## src/rtl/issue_scoreboard_pkg.sv

```systemverilog
// Shared definitions for the issue scoreboard: register file geometry,
// the hard-wired zero register and the drain handshake states.
package vi_pkg;

    localparam int REG_ADDR_W = 5;
    localparam int NREGS      = 32;

    // x0 reads as zero and is never the target of a tracked write.
    localparam logic [REG_ADDR_W-1:0] X0 = '0;

    // RUN issues normally, DRAIN waits for the pipeline to empty,
    // DONE reports completion for exactly one cycle.
    typedef enum logic [1:0] {
        RUN   = 2'd0,
        DRAIN = 2'd1,
        DONE  = 2'd2
    } sb_state_t;

endpackage

```

## src/rtl/issue_scoreboard_hazard.sv

```systemverilog
// Combinational RAW/WAW hazard detection against the pending-write map.
// The writeback mask removes registers that are being written back this
// cycle (all zero unless writeback-to-decode forwarding is enabled).
module sb_hazard_check #(
    parameter int NREGS  = 32,
    parameter int ADDR_W = 5
) (
    input  logic [NREGS-1:0]  pending_i,
    input  logic [NREGS-1:0]  wb_mask_i,
    input  logic [ADDR_W-1:0] rs1_i,
    input  logic [ADDR_W-1:0] rs2_i,
    input  logic [ADDR_W-1:0] rs3_i,
    input  logic [ADDR_W-1:0] rd_i,
    input  logic              use_a_i,
    input  logic              use_b_i,
    input  logic              use_rs3_i,
    input  logic              write_en_i,
    output logic              hazard_o
);

    import vi_pkg::*;

    logic [NREGS-1:0] effPending;

    // A source or destination conflicts when its register still has an
    // outstanding write; x0 can never conflict.
    always_comb begin
        effPending     = pending_i & ~wb_mask_i;
        effPending[X0] = 1'b0;
        hazard_o = (use_a_i    & effPending[rs1_i]) |
                   (use_b_i    & effPending[rs2_i]) |
                   (use_rs3_i  & effPending[rs3_i]) |
                   (write_en_i & effPending[rd_i]);
    end

endmodule

```

## src/rtl/issue_scoreboard.sv

```systemverilog
// Issue scoreboard: tracks outstanding register writes, holds back decoded
// instructions with RAW/WAW hazards, sequences a drain handshake and counts
// stalled decode cycles.
// Optional feature: define SCOREBOARD_BYPASS_EN to let a writeback in the
// current cycle satisfy a dependent instruction in that same cycle.
module issue_scoreboard #(
    parameter int NREGS  = vi_pkg::NREGS,
    parameter int ADDR_W = vi_pkg::REG_ADDR_W,
    parameter int CNT_W  = 16
) (
    input  logic              clk_i,
    input  logic              rsn_i,
    input  logic              dec_valid_i,
    output logic              dec_ready_o,
    input  logic [ADDR_W-1:0] read_addr_a_i,
    input  logic [ADDR_W-1:0] read_addr_b_i,
    input  logic [ADDR_W-1:0] rs3_i,
    input  logic              use_a_i,
    input  logic              use_b_i,
    input  logic              use_rs3_i,
    input  logic [ADDR_W-1:0] write_addr_i,
    input  logic              int_write_enable_i,
    input  logic              wb_valid_i,
    input  logic [ADDR_W-1:0] wb_addr_i,
    input  logic              flush_i,
    input  logic              drain_i,
    output logic              drain_done_o,
    output logic [NREGS-1:0]  pending_o,
    output logic [ADDR_W:0]   inflight_o,
    output logic [CNT_W-1:0]  stall_cnt_o,
    output logic              wb_err_o
);

    import vi_pkg::*;

    localparam logic [NREGS-1:0] ONE_HOT0 = {{(NREGS-1){1'b0}}, 1'b1};

    sb_state_t         state_q, state_d;
    logic [NREGS-1:0]  pending_q, pending_d;
    logic [ADDR_W:0]   inflight_q, inflight_d;
    logic [CNT_W-1:0]  stall_cnt_q, stall_cnt_d;
    logic              wb_err_q, wb_err_d;

    logic              hazard;
    logic              issue;
    logic              setEn;
    logic              wbLegal;
    logic [NREGS-1:0]  setVec;
    logic [NREGS-1:0]  clrVec;
    logic [NREGS-1:0]  bypassMask;

    assign wbLegal = wb_valid_i & (wb_addr_i != X0) & pending_q[wb_addr_i];
    assign clrVec  = wbLegal ? (ONE_HOT0 << wb_addr_i) : '0;

`ifdef SCOREBOARD_BYPASS_EN
    assign bypassMask = clrVec;
`else
    assign bypassMask = '0;
`endif

    sb_hazard_check #(
        .NREGS  (NREGS),
        .ADDR_W (ADDR_W)
    ) u_hazard (
        .pending_i  (pending_q),
        .wb_mask_i  (bypassMask),
        .rs1_i      (read_addr_a_i),
        .rs2_i      (read_addr_b_i),
        .rs3_i      (rs3_i),
        .rd_i       (write_addr_i),
        .use_a_i    (use_a_i),
        .use_b_i    (use_b_i),
        .use_rs3_i  (use_rs3_i),
        .write_en_i (int_write_enable_i),
        .hazard_o   (hazard)
    );

    assign dec_ready_o  = (state_q == RUN) & ~hazard & ~flush_i;
    assign drain_done_o = (state_q == DONE);
    assign issue        = dec_valid_i & dec_ready_o;
    assign setEn        = issue & int_write_enable_i & (write_addr_i != X0);
    assign setVec       = setEn ? (ONE_HOT0 << write_addr_i) : '0;

    // Pending map, in-flight count and sticky writeback error; a set and a
    // clear of the same register leave it set with the count unchanged.
    always_comb begin
        pending_d  = pending_q;
        inflight_d = inflight_q;
        wb_err_d   = wb_err_q;
        if (flush_i) begin
            pending_d  = '0;
            inflight_d = '0;
        end else begin
            pending_d  = (pending_q & ~clrVec) | setVec;
            inflight_d = inflight_q + {{ADDR_W{1'b0}}, setEn}
                                    - {{ADDR_W{1'b0}}, wbLegal};
            if (wb_valid_i && !wbLegal) begin
                wb_err_d = 1'b1;
            end
        end
        pending_d[X0] = 1'b0;
    end

    // Count cycles where the decoder is held off, stopping at all-ones.
    always_comb begin
        stall_cnt_d = stall_cnt_q;
        if (dec_valid_i && !dec_ready_o && (stall_cnt_q != '1)) begin
            stall_cnt_d = stall_cnt_q + CNT_W'(1);
        end
    end

    // Drain handshake: wait for an empty pipeline with no writeback still
    // landing, then pulse completion once and resume issuing.
    always_comb begin
        state_d = state_q;
        case (state_q)
            RUN: begin
                if (drain_i) begin
                    state_d = DRAIN;
                end
            end
            DRAIN: begin
                if ((inflight_q == '0) && !wb_valid_i) begin
                    state_d = DONE;
                end
            end
            DONE: begin
                state_d = RUN;
            end
            default: begin
                state_d = RUN;
            end
        endcase
    end

    // State registers; reset may arrive at any time, including mid-drain.
    always_ff @(posedge clk_i or posedge rsn_i) begin
        if (rsn_i) begin
            state_q     <= RUN;
            pending_q   <= '0;
            inflight_q  <= '0;
            stall_cnt_q <= '0;
            wb_err_q    <= 1'b0;
        end else begin
            state_q     <= state_d;
            pending_q   <= pending_d;
            inflight_q  <= inflight_d;
            stall_cnt_q <= stall_cnt_d;
            wb_err_q    <= wb_err_d;
        end
    end

    assign pending_o   = pending_q;
    assign inflight_o  = inflight_q;
    assign stall_cnt_o = stall_cnt_q;
    assign wb_err_o    = wb_err_q;

endmodule

```

## config.mk

```make
export PLATFORM = sky130hd
export DESIGN_NAME = issue_scoreboard
export DESIGN_NICKNAME = d
export VERILOG_FILES = /design/src/rtl/issue_scoreboard_pkg.sv /design/src/rtl/issue_scoreboard_hazard.sv /design/src/rtl/issue_scoreboard.sv
export SDC_FILE = /design/constraint.sdc
export NUM_CORES = 1
export LEC_CHECK = 0
export BUFFER_PORTS_ARGS = -buffer_cell sky130_fd_sc_hd__buf_2
export CORE_MARGIN = 2
export CORE_UTILIZATION = 40
export CTS_BUF_LIST = sky130_fd_sc_hd__clkbuf_16
export DETAILED_ROUTE_END_ITERATION = 8
export HOLD_SLACK_MARGIN = 0.08
export PLACE_DENSITY_LB_ADDON = 0.2
export SLEW_MARGIN = 20
export SYNTH_ARGS = -nofsm -noshare
export SYNTH_HDL_FRONTEND = slang
export SYNTH_SLANG_ARGS = --single-unit
export TNS_END_PERCENT = 10
```

## constraint.sdc

```tcl
create_clock -name clk_i -period 5.55 [get_ports clk_i]
set_clock_uncertainty 0.1 [all_clocks]
set_input_delay 0.555 -clock clk_i [delete_from_list [all_inputs] [get_ports clk_i]]
set_output_delay 0.555 -clock clk_i [all_outputs]
set_load 0.05 [all_outputs]
```

# Yosys cells after proc, flatten, opt, wreduce, memory -nomap -nowiden
# Cells that the tools add are included.
dict set report classes {
  n_eq_ne 5
  bitwise_logic 19
  addsub 3
  mux 17
  shifts 2
  order_cmp 5
  n_reduce_logical 13
}
# op count
set ops {}
lappend ops {{32-bit two-way mux} 3}
lappend ops {{1-bit by 5-bit << shifter with 32-bit output, first input constant} 2}
lappend ops {{32-bit AND} 1}
lappend ops {{32-bit NOT} 1}
lappend ops {{32-bit OR} 1}
lappend ops {{5-bit by 6-bit < comparator with 1-bit output, second input constant} 5}
lappend ops {{1-bit binary-select mux with 5-bit select} 5}
lappend ops {{16-bit by 1-bit adder with 16-bit output, second input constant} 1}
lappend ops {{16-bit inequality test, second input constant} 1}
lappend ops {{1-bit AND} 11}
lappend ops {{5-bit nonzero test} 2}
lappend ops {{6-bit by 1-bit adder with 6-bit output} 1}
lappend ops {{6-bit zero test} 1}
lappend ops {{6-bit two-way mux} 1}
lappend ops {{6-bit by 1-bit subtractor with 6-bit output} 1}
lappend ops {{1-bit two-way mux} 5}
lappend ops {{1-bit logical AND} 4}
lappend ops {{2-bit two-way mux} 2}
lappend ops {{2-bit inequality test, second input constant} 2}
lappend ops {{2-bit case mux with 2 select lines} 1}
lappend ops {{2-bit AND reduction} 2}
lappend ops {{1-bit zero test} 3}
lappend ops {{1-bit OR} 3}
lappend ops {{2-bit by 1-bit equality test with 1-bit output, second input constant} 1}
lappend ops {{3 further kinds} 4}
dict set report word_totals {
  inputBits 35
  elab_cells 69
  register_bits 56
  out_inout_bits 57
}

# Longest topological paths before layout
# Gate-level depths: netlist of the first run.
dict set report depth {
  ltp_word 15
  depth_mapped 19
  ltp_nobuf 16
}

# Hierarchy
# A second synthesis of the first run with hierarchy kept.
dict set report unflattened {
  hier_cells 473
  area_unflattened_um2 4633.2
}
# mod instances cells_each area_each_um2 seq_area_each_um2
set by_module_without_submodules {}
lappend by_module_without_submodules {issue_scoreboard 1 322 3196.8 1401.3}
lappend by_module_without_submodules {sb_hazard_check 1 151 1436.4 0.0}

# Worst setup path before layout of the first run
# OpenSTA, ideal clock, no wires.
dict set report synth_path {
  kind {input to register}
  start {in write_addr_i[0]}
  end {reg inflight_q[4], in the netlist inflight_o[4]}
  n_path_buf 3
  arrival_ns 3.887
  setup_ns 0.132
  setup_slack_ns 1.432
  cell_stages 18
  required_time_ns 5.318
  path_cell_list {buf_6 -> mux4_1 -> mux2_2 -> mux4_2 -> nand2_1 -> and4_1 -> buf_6 -> nand4_4 -> buf_6 -> ha_1 -> inv_1 -> ha_1 -> fa_1 -> a21oi_1 -> nor2_1 -> nor2_1 -> xor2_1 -> nor2_1}
}
dict set report synth_via {
  elab_chain_cells 13
  word_cells_on_any_way 14
  cone_classes {add/sub (2); mux (3); bitwise (8); reduce/logical (1)}
}
# element line
set synth_lines {}
lappend synth_lines {{start, declared} issue_scoreboard.sv:21} ;# input logic [ADDR_W-1:0] write_addr_i,
lappend synth_lines {{1-bit binary-select mux with 5-bit select} issue_scoreboard_hazard.sv:33} ;# (write_en_i & effPending[rd_i]);
lappend synth_lines {{1-bit two-way mux (not written as such)} issue_scoreboard_hazard.sv:33}
lappend synth_lines {{1-bit AND} issue_scoreboard_hazard.sv:33}
lappend synth_lines {{1-bit OR} issue_scoreboard_hazard.sv:32} ;# (use_rs3_i & effPending[rs3_i]) |
lappend synth_lines {{1-bit NOT} issue_scoreboard.sv:78} ;# assign dec_ready_o = (state_q == RUN) & ~hazard & ~flush_i;
lappend synth_lines {{1-bit AND (2 in a row)} issue_scoreboard.sv:78}
lappend synth_lines {{1-bit AND} issue_scoreboard.sv:80} ;# assign issue = dec_valid_i & dec_ready_o;
lappend synth_lines {{1-bit AND} issue_scoreboard.sv:81} ;# assign setEn = issue & int_write_enable_i & (write_addr_i != X0);
lappend synth_lines {{1-bit AND *} issue_scoreboard.sv:81}
lappend synth_lines {{6-bit by 1-bit adder with 6-bit output *} issue_scoreboard.sv:95} ;# inflight_d = inflight_q + {{ADDR_W{1'b0}}, setEn}
lappend synth_lines {{6-bit by 1-bit subtractor with 6-bit output *} issue_scoreboard.sv:96} ;# - {{ADDR_W{1'b0}}, wbLegal};
lappend synth_lines {{6-bit two-way mux *} issue_scoreboard.sv:90} ;# if (flush_i) begin
lappend synth_lines {{net inflight_d[4]} issue_scoreboard.sv:40} ;# logic [ADDR_W:0] inflight_q, inflight_d;
lappend synth_lines {{end signal, assigned} issue_scoreboard.sv:147} ;# inflight_q <= inflight_d;
lappend synth_lines {{end, declared} issue_scoreboard.sv:40}
# The timed path passes the listed nets; every way through them passes the cells marked *. The select of a mux whose other input is x is not followed.
# A chain may end at the register's enable or synchronous reset.

# Worst setup path in the final report of the first run
# Same ends and word-level chain as after synthesis.

==> flow_summary.yaml, run 1 <==
drt:
  wl_per_cell_um: 20.7
  drtIter0Drc: 308
  vias_per_cell: 6.20
  drt-pass1-iter-count: 7
  ant_nets: 0
  drt_wl_total_mm: 12.5
  drc: 0
  via_count: 3734
power_and_ir_drop:
  p_leak_uw: 0.00219
  max-vdd-ir-drop_v: 0.000317
  powerDensity_nw_per_um2: 241
  p_total_uw: 1170
global_routing:
  first_global_vias: 3685
  grt-busiest-layer: "met2"
  grt_pass1_wl_mm: 19.8
  grt_max_degree: 57
  antenna_found_initial: 0
  overflow: 0
  grt.met2_usage_pct: 35.5
  grt_usage_pct: 22.2
  use_met1_pct: 29.7
  use_met3_pct: 3.40
synthesis:
  synthCells: 394
  syn-mean-instance-area_sq_um: 10.7
  synth-async-reset-ratio_pct: 100
  synth_common_cells: "dfrtp_1 (56), nand2_1 (33), mux4_2 (32)"
  synth_top_area_cell: "dfrtp_1"
  synth_area_leaders: "dfrtp_1 (33%), mux4_2 (17%), o31ai_1 (5.5%)"
  synth_ff_type: "dfrtp_1"
  yosysSeqAreaShare_pct: 33.1
  synth_seq_cells: 56
  synth_edf_count: 0
  synth_area_sq_um: 4230
  synth_warnings: 0
  ys_types: 49
  yosys.area.top_type_share_pct: 33.1
  yosysMostFrequentCell: "dfrtp_1"
  syn-num-nets: 439
finish:
  nets: 510
  antenna_cells: 0
  drive_above_1_share_pct: 30.5
  n_fill_cell: 1011
  layout.cells.non_filler: 602
  area_growth_pct: 14.8
setup_path:
  reg2reg_depth: 16
  critPathRequiredTime_ns: 5.63
  critPathLaunch: "write_addr_i[0]"
  critical_path.endpoint_type: "flip-flop"
  cp-start-kind: "input port"
  r2r-start: "pending_o[29]"
  cp.arrival_ns: 4.16
  r2r-end: "inflight_o[4]"
  regToRegSetupSlack_ns: 1.53
  path_class: "input port to flip-flop"
  path_max_fanout: 17
place:
  placedCellCount: 594
  gp_congestion: 0.898
  numPortBuffers: 90
  hpwl_mm: 9.32
floorplan:
  die_h_um: 107
  dieWidth_um: 107
  core_sq_um: 10300
  ios: 92
  start_util_pct: 41.2
  core.rowCount: 37
  die_area_sq_um: 11400
clock_network:
  post-cts-setup-buffer-count: 0
  cts_sinks: 56
  cts_htree_levels: 2
  cts_tree: "built"
  clock_latency_ns: 0.29
  post_cts_resized: 0
  clkTransAtPathRegs_ns: 0.07
  clockRootBuffer: "clkbuf_16"
  cts_buffers: 5
  hold_buffers: 0
  clock_tree.buffer_depth: 2
job:
  maxCapViolations: 0
timing:
  tightest_slew_ns: 0.948
  finalHoldViolCount: 0
  fin_tns_setup_ns: 0
  setup_violations: 0
  slew_viol_final: 0
  rsz0062_at_grt: "no"
  slew_headroom_pct: 36.4
  finalCriticalPeriod_ns: 4.09
  finalCritPeriodShare_pct: 73.6
  fmax_mhz: 245
min_path:
  hp-class: "input port to asynchronous set/reset pin"
outcome:
  outcome: "completed"
-- flip-flops by register name, summed over array words and instances (netlist names) --
register     cells
stall_cnt_o     16
pending_o       31
inflight_o       6
wb_err_o         1
state_q          2
-- critical path, stage by stage --
cell and delay (ns):
buf_2 0.24, mux4_1 0.59, mux2_2 0.27, mux4_2 0.44
nand2_1 0.08, and4_1 0.18, buf_4 0.24, nand4_4 0.12
ha_1 0.29, inv_1 0.04, ha_1 0.20, fa_1 0.40
a21oi_1 0.16, nor2_1 0.05, nor2_1 0.11, xor2_1 0.15
nor2_1 0.05
-- layout make-up --
cell class,instances,area [sq um],area share (%)
timing repair buffer,93,473,9.74
multi-input combinational,295,2620,53.9
clock buffer,5,125,2.58
sequential,56,1400,28.9
clock inverter,3,16.3,0.335
inverter,14,52.6,1.08
tap,136,170,3.50
-- per-layer routing --
layer / vias to the layer above / part of all wire (%)
met5: - / 0
met4: 0 / 3.7
met3: 33 / 8.6
met2: 198 / 47
met1: 1835 / 41
li1: 1668 / -
-- kinds of logic (layout without fill, tap and decap cells) --
kind of cell | count (synthesis) | after routing | share of synthesized area [%]
multiplexers | 61 | 61 | 25.6
AO/OA/AOI/OAI | 75 | 75 | 13.1
AND/OR/NAND/NOR | 129 | 129 | 16.0
flip-flops | 56 | 56 | 33.1
adder cells (fa/ha/maj) | 10 | 10 | 3.14
buffers and inverters | 43 | 115 | 4.97
XOR/XNOR | 19 | 19 | 3.93
other | 1 | 1 | 0.0886
-- metrics by stage --
step | utilization [%] | setup slack [ns] | hold WS [ns] | cell area (sq um)
after floorplan | - | 1.43 | 0.333 | 4230
after global placement | 45.9 | 1.29 | 0.350 | 4720
after detailed placement | 45.9 | 1.16 | 0.359 | 4720
after CTS | 47.3 | 1.47 | 0.375 | 4860
after global routing | 47.3 | 1.23 | 0.398 | 4860
final | 47.3 | 1.46 | 0.352 | 4860
-- placed cells by master, fill, tap and decap left out, drive strengths merged, types with 6 or more instances in the layout --
| cell | Yosys | routed |
|---|---|---|
| nor4 | 6 | 6 |
| mux2 | 7 | 7 |
| a21oi | 6 | 6 |
| o31ai | 31 | 31 |
| nand4 | 6 | 6 |
| nand2 | 33 | 33 |
| ha | 9 | 9 |
| o211ai | 22 | 22 |
| xor2 | 16 | 16 |
| nor3 | 9 | 9 |
| mux4 | 36 | 36 |
| nor2b | 8 | 8 |
| inv | 14 | 16 |
| nand3 | 23 | 23 |
| buf | 15 | 93 |
| nor2 | 19 | 19 |
| dfrtp | 56 | 56 |
| mux2i | 18 | 18 |
-- how the worst max path moves through the flow --
stage,endpoint,slack [ns]
floorplan,inflight_o[4],1.43
global placement,inflight_o[4],1.29
detailed placement,inflight_o[4],1.16
CTS,inflight_o[4],1.47
global route,inflight_o[4],1.23
finish,inflight_o[4],1.46
-- power breakdown --
part / internal (uW) / switching, uW / leakage (uW)
sequential: 446 / 43.8 / 0.000762
combinational: 110 / 262 / 0.00136
clock: 165 / 142 / 0.0000764
Note: power is estimated with default switching activity, not from simulation.
==> inputs of run 2 (changes only) <==
==> constraint.sdc (replaced) <==
create_clock -name clk_i -period 3.8 [get_ports clk_i]
set_clock_uncertainty 0.1 [all_clocks]
set_input_delay 0.38 -clock clk_i [delete_from_list [all_inputs] [get_ports clk_i]]
set_output_delay 0.38 -clock clk_i [all_outputs]
set_load 0.05 [all_outputs]
==> flow_summary.yaml, run 2 (synthesized netlist as in run 1, its figures left out) <==
global_routing:
  overflow: 0
  first_global_vias: 3719
  antenna_found_initial: 0
  grt_max_degree: 40
  grt_pass1_wl_mm: 20.1
  grt_usage_pct: 22.6
floorplan:
  dieWidth_um: 107
  ios: 92
  die_area_sq_um: 11400
  core_sq_um: 10300
  die_h_um: 107
  core.rowCount: 37
  start_util_pct: 41.2
setup_path:
  path_max_fanout: 7
  cp.arrival_ns: 3.73
  critical_path.endpoint_type: "flip-flop"
  critPathRequiredTime_ns: 3.88
  worstPathCellList: "mux4_2 > mux2_4 > mux4_2 > nand2_1 > and4_4 > nand4_4 > ha_4 > inv_2 > ha_4 > fa_2 > a21oi_2 > nor2_1 > nor2_1 > xor2_1 > nor2_1"
  slowest_stage: "dfrtp_2"
  cpMostUsedCell: "nor2_1"
  cp_top_family: "multiplexers"
  cp-start-kind: "flip-flop"
  path_buf_inv: 1
  max_stage_delay_ns: 0.48
  path_class: "flip-flop to flip-flop"
finish:
  n_fill_cell: 984
  nets: 534
  antenna_cells: 0
  area_growth_pct: 20.4
  fin_util_pct: 49.6
  drive_above_1_share_pct: 41.2
  layout_commonest_cell: "buf_2"
  most-common-layout-cells: "buf_2 (90), mux4_2 (36), nand2_1 (33)"
  largest_register_ffs: 31
power_and_ir_drop:
  p_seq_share_pct: 41.0
  p_int_uw: 1070
  swShare_pct: 38.6
  combinationalPowerShare_pct: 32.2
  clkPwrFrac_pct: 26.8
  power_switching_uw: 671
  powerDensity_nw_per_um2: 341
  p_leak_uw: 0.00224
  max-vdd-ir-drop_v: 0.000218
timing:
  finalCritPeriodShare_pct: 95.9
  setup_violations: 0
  finalCriticalPeriod_ns: 3.65
  slew_headroom_pct: 37.7
  slew_viol_final: 0
  tightest_slew_ns: 0.934
  fmax_mhz: 274
  finalHoldViolCount: 0
  fin_tns_setup_ns: 0
  fin_hold_ws_ns: 0.154
clock_network:
  cts_tree: "built"
  clockRootBuffer: "clkbuf_16"
  hold_buffers: 0
  clock_tree.buffer_depth: 2
  cts_sinks: 56
  clock_latency_ns: 0.30
  cts_htree_levels: 2
  clkTransAtPathRegs_ns: 0.07
  cts_buffers: 5
job:
  maxCapViolations: 0
place:
  hpwl_mm: 9.54
  numPortBuffers: 90
  gp_congestion: 0.966
drt:
  drtIter0Drc: 511
  via_count: 3877
  wl_per_cell_um: 20.5
  vias_per_cell: 6.19
  drt-pass1-iter-count: 5
  drt_wl_total_mm: 12.8
  ant_nets: 0
  drc: 0
min_path:
  hp-class: "input port to asynchronous set/reset pin"
outcome:
  outcome: "completed"
run 2: cell type report:
cell class,instances,area (sq um),share of cell area (%)
Multi-Input combinational cell,295,2640,51.8
Clock inverter,3,21.3,0.417
Tap cell,136,170,3.34
Inverter,14,52.6,1.03
Timing Repair Buffer,117,653,12.8
Sequential cell,56,1430,28.1
Clock buffer,5,125,2.46
run 2: timing repair:
action                     in CTS  in global routing
setup endpoints to repair       0                  2
resized for setup               0                  2
hold endpoints to repair        0                  0
buffers inserted                0                  3
run 2: path summary, 6_finish.rpt:
path                                from  cells after the start            end  slack, ns
min in group clk_i               drain_i                      3     state_q[0]       0.24
hold / removal                     rsn_i                      2  inflight_o[5]       0.15
setup / recovery           pending_o[28]                     15  inflight_o[4]       0.15
hold reg to reg               state_q[1]                      1     state_q[0]       0.37
setup reg to reg           pending_o[28]                     15  inflight_o[4]       0.15
max in group asynchronous          rsn_i                      3  pending_o[20]       2.65
run 2: stage by stage:
stage	setup WS, ns	cell area, sq um	cells	total power [uW]
after CTS	0.0922	5070	623	1750
after detailed placement	-0.109	4920	615	1280
final	0.154	5090	626	1740
after global placement	0.00323	4920	615	1280
after global routing	-0.000338	5090	626	1820
after floorplan	-0.0434	4280	394	1140
run 2: power groups by stage:
stage | combinational, uW | sequential, uW | clock [uW]
finish | 560 | 714 | 466
global route | 595 | 724 | 501
CTS | 560 | 714 | 479
detailed placement | 559 | 726 | 0
global placement | 552 | 723 | 0
floorplan | 267 | 871 | 0
run 2: metal layers:
| layer | track usage [%] | wire length, um | vias up |
|---|---|---|---|
| met5 | 0 | 0 | - |
| met4 | 7.88 | 323 | 0 |
| met3 | 4.74 | 1370 | 28 |
| met2 | 34.0 | 5810 | 232 |
| met1 | 32.4 | 5310 | 1903 |
| li1 | - | - | 1714 |
==> inputs of run 3 (changes only) <==
--- a/config.mk
+++ b/config.mk
@@ -11,7 +11,7 @@
 export CTS_BUF_LIST = sky130_fd_sc_hd__clkbuf_16
 export DETAILED_ROUTE_END_ITERATION = 8
 export HOLD_SLACK_MARGIN = 0.08
-export PLACE_DENSITY_LB_ADDON = 0.2
+export PLACE_DENSITY_LB_ADDON = 0.15
 export SLEW_MARGIN = 20
 export SYNTH_ARGS = -nofsm -noshare
 export SYNTH_HDL_FRONTEND = slang
==> flow_summary.yaml, run 3 (synthesized netlist as in run 1, its figures left out) <==
finish:
  fin_util_pct: 50.5
  multi_input_area_sq_um: 2640
  layout_commonest_cell: "buf_2"
  n_fill_cell: 963
  drive_above_1_share_pct: 42.5
  regArea_sq_um: 1430
  nets: 545
  area_growth_pct: 22.7
  largest_register_ffs: 31
  most-common-layout-cells: "buf_2 (90), buf_4 (37), mux4_2 (36)"
  antenna_cells: 0
global_routing:
  grt_max_degree: 34
  grt_usage_pct: 23.3
  grt.met2_usage_pct: 35.0
  grt_pass1_wl_mm: 20.4
  use_met3_pct: 3.47
  use_met1_pct: 35.5
  overflow: 0
  grt-busiest-layer: "met1"
  antenna_found_initial: 0
  first_global_vias: 3556
floorplan:
  dieWidth_um: 107
  core_sq_um: 10300
  start_util_pct: 41.2
  core.rowCount: 37
  ios: 92
  die_h_um: 107
  die_area_sq_um: 11400
timing:
  tightest_slew_ns: 0.896
  finalHoldViolCount: 0
  finalCritPeriodShare_pct: 95.7
  fin_hold_ws_ns: 0.0983
  setup_ws_ns: 0.164
  rsz0062_at_grt: "no"
  slew_headroom_pct: 40.2
  slew_viol_final: 0
  fmax_mhz: 275
  setup_violations: 0
  finalCriticalPeriod_ns: 3.64
clock_network:
  hold_buffers: 0
  clockRootBuffer: "clkbuf_16"
  clock_latency_ns: 0.30
  cts_htree_levels: 2
  clkTransAtPathRegs_ns: 0.08
  cts_tree: "built"
  clock_tree.buffer_depth: 2
  cts_sinks: 56
  cts_buffers: 5
setup_path:
  reg2reg_depth: 16
  cp.arrival_ns: 3.73
  path_class: "flip-flop to flip-flop"
  critical_path.endpoint_type: "flip-flop"
  cp-start-kind: "flip-flop"
  critPathRequiredTime_ns: 3.89
  path_max_fanout: 5
  r2r-start: "pending_o[30]"
  critPathLaunch: "pending_o[30]"
drt:
  vias_per_cell: 6.10
  wl_per_cell_um: 20.9
  ant_nets: 0
  drt_wl_total_mm: 13.3
  drc: 0
  drtIter0Drc: 436
  drt-pass1-iter-count: 5
  via_count: 3883
place:
  numPortBuffers: 90
  dp_slack_ns: -0.0374
  hpwl_mm: 9.95
  gp_congestion: 0.893
power_and_ir_drop:
  p_leak_uw: 0.00230
  max-vdd-ir-drop_v: 0.000208
  powerDensity_nw_per_um2: 336
outcome:
  outcome: "completed"
min_path:
  hp-class: "input port to asynchronous set/reset pin"
job:
  maxCapViolations: 0
[run 3: changes by cell type in the layout (fill, tap and decap cells not counted), sizes merged]
cell,change
buf,+11
[run 3: where the power goes]
part	switching [uW]	total [uW]	internal (uW)	leakage, uW
clock network	224	470	246	0.0000702
registers	64.9	715	650	0.000722
logic	388	558	170	0.00151
total	677	1740	1070	0.00230
[run 3: cell type report]
class | instances | area share (%)
sequential | 56 | 27.6
tap | 136 | 3.28
inverter | 14 | 1.01
timing repair buffer | 128 | 14.4
multi-input combinational | 295 | 50.9
clock inverter | 3 | 0.410
clock buffer | 5 | 2.41
[run 3: timing repair]
item	4_1_cts	5_1_grt
gates resized for setup	0	1
buffers inserted	0	12
endpoints found under the setup margin	0	2
[run 3: final timing paths]
kind / endpoint / slack [ns]
min in group clk_i: state_q[0] / 0.24
worst min register to register: state_q[0] / 0.38
worst max-delay path: inflight_o[4] / 0.16
worst min-delay path: inflight_o[5] / 0.1
max in group asynchronous: pending_o[19] / 2.68
worst max register to register: inflight_o[4] / 0.16
[run 3: layer usage]
metal  vias to the layer above  share of wire (%)
met5                         -                  0
met4                         0                1.4
met1                      1929                 45
met3                        22                7.1
li1                       1738                  -
met2                       194                 46
[run 3: per-stage QoR]
stage	total power [uW]	cell area [sq um]	instances	setup TNS (ns)
finish	1740	5190	637	0
global route	1830	5190	637	0
CTS	1750	5080	625	0
detailed placement	1280	4940	617	-0.0503
global placement	1280	4940	617	0
floorplan	1140	4280	394	-0.0434
[run 3: critical path, stage by stage (launching register included)]
cell and delay [ns]:
dfrtp_2 0.45, buf_4 0.16, mux4_2 0.45, mux2i_1 0.16, o32ai_1 0.11, nor4_1 0.31, and4_2 0.33, nand4_4 0.12
ha_4 0.29, inv_2 0.03, ha_4 0.15, fa_2 0.37, a21oi_2 0.14, nor2_1 0.05, nor2_1 0.12, xor2_1 0.14
nor2_1 0.05
